--- src/rtl/wb_ram_bridge.sv ---
// Wishbone classic slave sharing one single-port RAM with the core memory port.
// Core has priority; a Wishbone request blocked STARVE_LIMIT cycles is forced through.
module wb_ram_bridge #(
    parameter int ADDR_WIDTH   = 11,
    parameter int STARVE_LIMIT = 4
) (
    input  logic                  wb_clk_i,
    input  logic                  wb_rst_i,
    input  logic                  wbs_stb_i,
    input  logic                  wbs_cyc_i,
    input  logic                  wbs_we_i,
    input  logic [3:0]            wbs_sel_i,
    input  logic [31:0]           wbs_dat_i,
    input  logic [31:0]           wbs_adr_i,
    output logic                  wbs_ack_o,
    output logic [31:0]           wbs_dat_o,
    input  logic                  core_req_i,
    input  logic                  core_we_i,
    input  logic [3:0]            core_be_i,
    input  logic [ADDR_WIDTH-1:0] core_addr_i,
    input  logic [31:0]           core_wdata_i,
    output logic                  core_gnt_o,
    output logic                  core_rvalid_o,
    output logic [31:0]           core_rdata_o,
    output logic                  ram_csb_o,
    output logic                  ram_web_o,
    output logic [3:0]            ram_wmask_o,
    output logic [ADDR_WIDTH-3:0] ram_addr_o,
    output logic [31:0]           ram_din_o,
    input  logic [31:0]           ram_dout_i
);

    typedef enum logic {IDLE, WB_WAIT} state_t;

    state_t     state_q, state_d;
    logic [7:0] starve_cnt_q, starve_cnt_d;
    logic       wb_we_q, wb_we_d;
    logic       core_rvalid_q, core_rvalid_d;

    logic       wb_req;
    logic       force_wb;
    logic       core_sel;
    logic       wb_issue;

    // Upper address bits were decoded by the mux; low bits are byte offsets.
    logic       unused_addr_bits;
    assign unused_addr_bits = ^{wbs_adr_i[31:ADDR_WIDTH], wbs_adr_i[1:0], core_addr_i[1:0]};

    always_ff @(posedge wb_clk_i or posedge wb_rst_i) begin
        if (wb_rst_i) begin
            state_q       <= IDLE;
            starve_cnt_q  <= 8'd0;
            wb_we_q       <= 1'b0;
            core_rvalid_q <= 1'b0;
        end else begin
            state_q       <= state_d;
            starve_cnt_q  <= starve_cnt_d;
            wb_we_q       <= wb_we_d;
            core_rvalid_q <= core_rvalid_d;
        end
    end

    // Arbitration; all RAM-facing decisions are masked while reset is held
    // so nothing reaches the macro mid-reset.
    always_comb begin
        wb_req   = wbs_stb_i & wbs_cyc_i & (state_q == IDLE) & ~wb_rst_i;
        force_wb = wb_req & (starve_cnt_q >= 8'(STARVE_LIMIT));
        core_sel = core_req_i & ~force_wb & ~wb_rst_i;
        wb_issue = wb_req & ~core_sel;
    end

    always_comb begin
        state_d       = IDLE;
        wb_we_d       = wb_we_q;
        starve_cnt_d  = starve_cnt_q;
        core_rvalid_d = core_sel & ~core_we_i;

        if (wb_issue) begin
            state_d = WB_WAIT;
            wb_we_d = wbs_we_i;
        end

        if (!wb_req || wb_issue) begin
            starve_cnt_d = 8'd0;
        end else if (starve_cnt_q != 8'hFF) begin
            starve_cnt_d = starve_cnt_q + 8'd1;
        end
    end

    always_comb begin
        ram_csb_o   = 1'b1;
        ram_web_o   = 1'b1;
        ram_wmask_o = 4'h0;
        ram_addr_o  = '0;
        ram_din_o   = 32'h0;

        if (core_sel) begin
            ram_csb_o   = 1'b0;
            ram_web_o   = ~core_we_i;
            ram_wmask_o = core_be_i;
            ram_addr_o  = core_addr_i[ADDR_WIDTH-1:2];
            ram_din_o   = core_wdata_i;
        end else if (wb_issue) begin
            ram_csb_o   = 1'b0;
            ram_web_o   = ~wbs_we_i;
            ram_wmask_o = wbs_sel_i;
            ram_addr_o  = wbs_adr_i[ADDR_WIDTH-1:2];
            ram_din_o   = wbs_dat_i;
        end
    end

    always_comb begin
        wbs_ack_o = (state_q == WB_WAIT);
        wbs_dat_o = (wbs_ack_o && !wb_we_q) ? ram_dout_i : 32'h0;
    end

    assign core_gnt_o    = core_sel;
    assign core_rvalid_o = core_rvalid_q;
    assign core_rdata_o  = ram_dout_i;

endmodule

--- config.mk ---
export PLATFORM = sky130hd
export DESIGN_NAME = wb_ram_bridge
export DESIGN_NICKNAME = d
export VERILOG_FILES = /design/src/rtl/wb_ram_bridge.sv
export SDC_FILE = /design/constraint.sdc
export NUM_CORES = 1
export LEC_CHECK = 0
export ABC_AREA = 0
export CORE_AREA = 3 3 104 106
export CTS_CLUSTER_SIZE = 40
export DETAILED_ROUTE_END_ITERATION = 6
export DIE_AREA = 0 0 107 109
export GPL_TIMING_DRIVEN = 0
export MAX_ROUTING_LAYER = met4
export SYNTH_ARGS = -nofsm -noshare
export SYNTH_HDL_FRONTEND = slang
export SYNTH_SLANG_ARGS = --single-unit
--- constraint.sdc ---
create_clock -name wb_clk_i -period 2.1 [get_ports wb_clk_i]
set_input_delay 0.315 -clock wb_clk_i [delete_from_list [all_inputs] [get_ports wb_clk_i]]
set_output_delay 0.315 -clock wb_clk_i [all_outputs]
set_load 0.05 [all_outputs]
# Yosys cells after proc, flatten, opt, wreduce, memory -nomap -nowiden
# Index checks and enable logic that the tools add are counted.
dict set report totals {
  regBits 11
  elab_cells 40
}
dict set report classes {
  n_addsub 1
  magnitude_cmp 1
  eq_ne 1
  n_mux 14
  bitwise 14
  reduce_logical 5
}
# operator count
set op_table {}
lappend op_table {{two-way mux 32 bit} 3}
lappend op_table {{two-way mux 9 bit} 2}
lappend op_table {{two-way mux 8 bit} 2}
lappend op_table {{adder 8 x 1 -> 8 bit, second input constant} 1}
lappend op_table {{bitwise AND 1 bit} 8}
lappend op_table {{>= comparator 8 x 3 -> 1 bit, second input constant} 1}
lappend op_table {{two-way mux 4 bit} 2}
lappend op_table {{!= test 8 bit, second input constant} 1}
lappend op_table {{inverter 1 bit} 6}
lappend op_table {{two-way mux 1 bit} 5}
lappend op_table {{logical NOT 1 bit} 2}
lappend op_table {{nonzero test 2 bit} 1}
lappend op_table {{logical AND 1 bit} 1}
lappend op_table {{logical OR 1 bit} 1}

# Longest topological paths before layout
dict set report logic_depth {
  word_depth 11
  depth_mapped 5
  depth_no_buf 4
}

# Least setup slack after synthesis
# No wires, ideal clock.
dict set report synth_timing {
  path_kind {reg2out}
  from {reg state_q (netlist: wbs_ack_o)}
  to {out ram_web_o}
  t_arrival_ns 2.157
  path_slack_ns -0.372
  stages_incl_launch_ff 5
  n_path_buf 1
  path_cell_list {dfrtp_1 nand3b_1 a22o_2 buf_2 a22oi_1}
}
dict set report synth_between {
  elab_chain_cells 11
}
# item line
set synth_rtl {}
lappend synth_rtl {{start, declared} 35} ;# state_t state_q, state_d;
lappend synth_rtl {{start signal, assigned} 56} ;# state_q <= state_d;
lappend synth_rtl {{inverter 1 bit *} 66} ;# wb_req = wbs_stb_i & wbs_cyc_i & (state_q == IDLE) & ~wb_rst_i;
lappend synth_rtl {{bitwise AND 1 bit * (2 in a row)} 66}
lappend synth_rtl {{bitwise AND 1 bit *} 67} ;# force_wb = wb_req & (starve_cnt_q >= 8'(STARVE_LIMIT));
lappend synth_rtl {{inverter 1 bit *} 68} ;# core_sel = core_req_i & ~force_wb & ~wb_rst_i;
lappend synth_rtl {{bitwise AND 1 bit * (2 in a row)} 68}
lappend synth_rtl {{net core_gnt_o} 22} ;# output logic core_gnt_o,
lappend synth_rtl {{inverter 1 bit} 69} ;# wb_issue = wb_req & ~core_sel;
lappend synth_rtl {{bitwise AND 1 bit} 69}
lappend synth_rtl {{two-way mux 1 bit} 103} ;# end else if (wb_issue) begin
lappend synth_rtl {{two-way mux 1 bit *} 97} ;# if (core_sel) begin
lappend synth_rtl {{end, declared} 26} ;# output logic ram_web_o,
# The timed path passes the listed nets; every way through them passes the cells marked *.

# Final worst setup path
dict set report layout_timing {
  from {reg state_q (netlist: wbs_ack_o)}
  to {out ram_din_o[16]}
}
dict set report layout_between {
  elab_chain_cells 11
}
# item line
set layout_rtl {}
lappend layout_rtl {{inverter 1 bit *} 66}
lappend layout_rtl {{bitwise AND 1 bit * (2 in a row)} 66}
lappend layout_rtl {{bitwise AND 1 bit} 67}
lappend layout_rtl {{inverter 1 bit} 68}
lappend layout_rtl {{bitwise AND 1 bit (2 in a row)} 68}
lappend layout_rtl {{inverter 1 bit} 69}
lappend layout_rtl {{bitwise AND 1 bit} 69}
lappend layout_rtl {{two-way mux 32 bit} 103}
lappend layout_rtl {{two-way mux 32 bit *} 97}
lappend layout_rtl {{end, declared} 29} ;# output logic [31:0] ram_din_o,
# Mark *: on every way between the ends. The rest lies on a longest branch, timed or not.

==> flow_summary.ini <==
[run_status]
status = finished with violations
violations = negative setup slack

[power_and_ir_drop]
pwr-share-comb_pct = 71.0
p_leak_uw = 0.001910
sw_frac_of_total_pct = 42.69
p_switching_uw = 661.3
pwr-share-clk_pct = 14.1
powerDensity_nw_per_um2 = 351.3
peakVddDrop_mv = 0.2715
internal_power_uw = 887.9
pwr-share-seq_pct = 14.9
total_power_uw = 1549

[worst_setup_path]
path_cells = and4bb_2 > a21boi_4 > buf_8 > buf_12 > buf_8 > a22o_1 > buf_6
end_kind = output port
r2r_end = wb_we_q
slowest_stage = dfrtp_2
cp_slowest_stage_delay_ps = 430
worstSetupPathType = reg -> out
required_ps = 1780
crit_top_cell = buf_8
cp_max_fo = 6
arrival_ps = 1950
rrSetupSlack_ps = 300
crit_path_start = wbs_ack_o
crit_end = ram_din_o[16]
r2r.worst_path.cells = 6
r2r_start = wbs_ack_o
crit_path_start_kind = flop

[grt]
grt-ovfl-total = 0
grt_pass1_wl_um = 13020
grtUsageTotal_pct = 14.68
grt_max_degree = 12
grt_pass1_vias = 2209
grt_antenna_before_repair = 3

[layout]
syn2layout_area_growth_pct = 216.1
final_area_um2 = 4410
fin_nets = 582
drive_above_1_share_pct = 35.76
fin_cells = 561

[sta]
final-setup-viol-count = 44
layout_setup_ws_ps = -161.2
slew_headroom_pct = 62.45
rsz0062_at_grt = true
fin_crit_ps = 2261
post-route-period-util_pct = 107.7
max_freq_ghz = 0.4422
skew_ps = 2.910
worst_pin_slew_ps = 561.4
setup_tns_ps = -3074
report.final.slew_viol_count = 0
hold_viol_final = 0

[synth]
yosys.area_share.xor_xnor_pct = 0
ys_types = 21
synth_compound_area_share_pct = 30.31
yosys_warnings = 0
synth_top_family_by_area = compound AO/OA/AOI/OAI gates
syn_inst = 157
syn_area_per_cell_um2 = 8.886
ys_seq_area_share_pct = 19.73
synthAdderAreaFrac_pct = 1.794
synthSimpleGateAreaFrac_pct = 21.43
synth_mux_area_share_pct = 1.076
mappedNetlistArea_um2 = 1395
ys_seq_elements = 11

[drt]
via_count = 2155
drc_errors = 0
viasPerCell = 3.841
drt_iter0_drc = 73
first_pass_iters = 4
postRouteAntennaNets = 0
routed_wirelength_um = 9068
wl_per_cell_um = 16.16

[die]
die_h_um = 109
die_area_um2 = 11660
row_count = 36
core_um2 = 9864
die_x_um = 107
start_util_pct = 14.14
pin_count = 268

[hold_path]
hold_class = in -> async

[clock_network]
numCtsBuffers = 3
cts-root-buf = clkbuf_8
hold_buffers = 0
insertion_delay_ps = 240
cts-htree-levels = 1
clockBufferDepth = 2
path_clk_slew_ps = 50
clock_sinks = 11
cts_tree = done

[place]
dpl_cell_area_um2 = 4005
dpl.cell_count = 536
place.gp.congestion = 0.7444
port_buffers = 242
place_hpwl_um = 7626
dp_slack_ps = -940.1

[flow_run]
cap_viol_max_count = 0
[placed cells by master, fill, tap and decap left out, types with 4 or more instances in the layout]
cell and instances:
dfrtp_1 10, and2_1 32, conb_1 5, clkdlybuf4s15_2 30
a22o_1 45, dlygate4sd2_1 7, buf_6 51, inv_1 4
buf_4 45, nor2_1 5, clkdlybuf4s50_1 158, buf_8 5
[worst min-delay path by stage]
stage	startpoint	end	slack, ps	cells past startpoint
after global routing	wb_rst_i	starve_cnt_q[2]	340	2
after CTS	wb_rst_i	starve_cnt_q[7]	290	2
after floorplan	wb_rst_i	core_rvalid_o	170	1
after global placement	starve_cnt_q[0]	starve_cnt_q[0]	450	1
final	wb_rst_i	starve_cnt_q[2]	280	2
after detailed placement	starve_cnt_q[0]	starve_cnt_q[0]	470	1
[cell usage after synthesis]
cell / instances / area [um2]
a21boi_2: 1 / 11.26
a22o_1: 45 / 394.1
a22o_2: 1 / 10.01
a22oi_1: 1 / 7.510
and2_1: 32 / 200.2
and4bb_1: 1 / 12.51
buf_2: 4 / 20.02
buf_4: 32 / 240.2
buf_6: 6 / 67.56
clkbuf_1: 3 / 11.26
conb_1: 1 / 3.750
dfrtp_1: 11 / 275.3
ha_1: 2 / 25.02
inv_1: 4 / 15.01
mux2_4: 1 / 15.01
nand3_1: 1 / 5.000
nand3b_1: 1 / 7.510
nor2_1: 5 / 18.77
nor2b_1: 3 / 18.77
nor4_2: 1 / 12.51
nor4b_4: 1 / 23.77
[power by group through the flow]
stage	Combinational, uW	Clock, uW	Sequential [uW]
finish	1100	218	231
global route	1150	242	232
CTS	1100	224	230
detailed placement	1040	0	232
global placement	1040	0	232
floorplan	551	0	236
[per-stage QoR]
step,util (%),hold slack [ps]
after floorplan,-,167.4
after global placement,40.60,446.5
after detailed placement,40.60,469.9
after CTS,44.08,294.7
after global routing,44.71,336.3
final,44.71,280.2
[logic make-up (layout without fill, tap and decap cells)]
kind of cell / Yosys count / count (layout)
buf+inv: 49 / 313
compound gates: 48 / 48
simple gates: 45 / 45
flops: 11 / 11
fa+ha+maj: 2 / 2
other cells: 1 / 8
mux: 1 / 1
[final cells by class]
class                   count  area (um2)
plain buffers              45       376.6
diodes                      3       7.507
inverters                   4       15.01
clock buffers               4       45.04
flip-flops and latches     11       276.5
multi-input cells         101       812.0
well taps                 133       166.4
fillers                   956        5454
repair buffers            260        2711
[metal layers]
metal	global-route usage, %	part of all wire (%)
met5	-	0
met2	26.44	54
met1	16.09	36
met4	1.826	0.69
met3	5.210	9.6
[what timing repair did]
item,in CTS,in global routing
pin swaps,20,3
setup buffers,10,3
cloned,5,0
resized for setup,440,10
endpoints found under the setup margin,80,76
endpoints found under the hold margin,0,0
[state kept, by name (all words and copies together), names as in the netlist]
name and count:
wb_we_q 1, core_rvalid_o 1, wbs_ack_o 1, starve_cnt_q 8
[critical path: cells and delay by family, from the launching register on]
kind | cells | cell delay (ps)
AOI/OAI and AO/OA | 2 | 390
buffers and inverters | 4 | 550
DFF | 1 | 430
and+or+nand+nor | 1 | 340
Note: power is estimated with default switching activity, not from simulation.
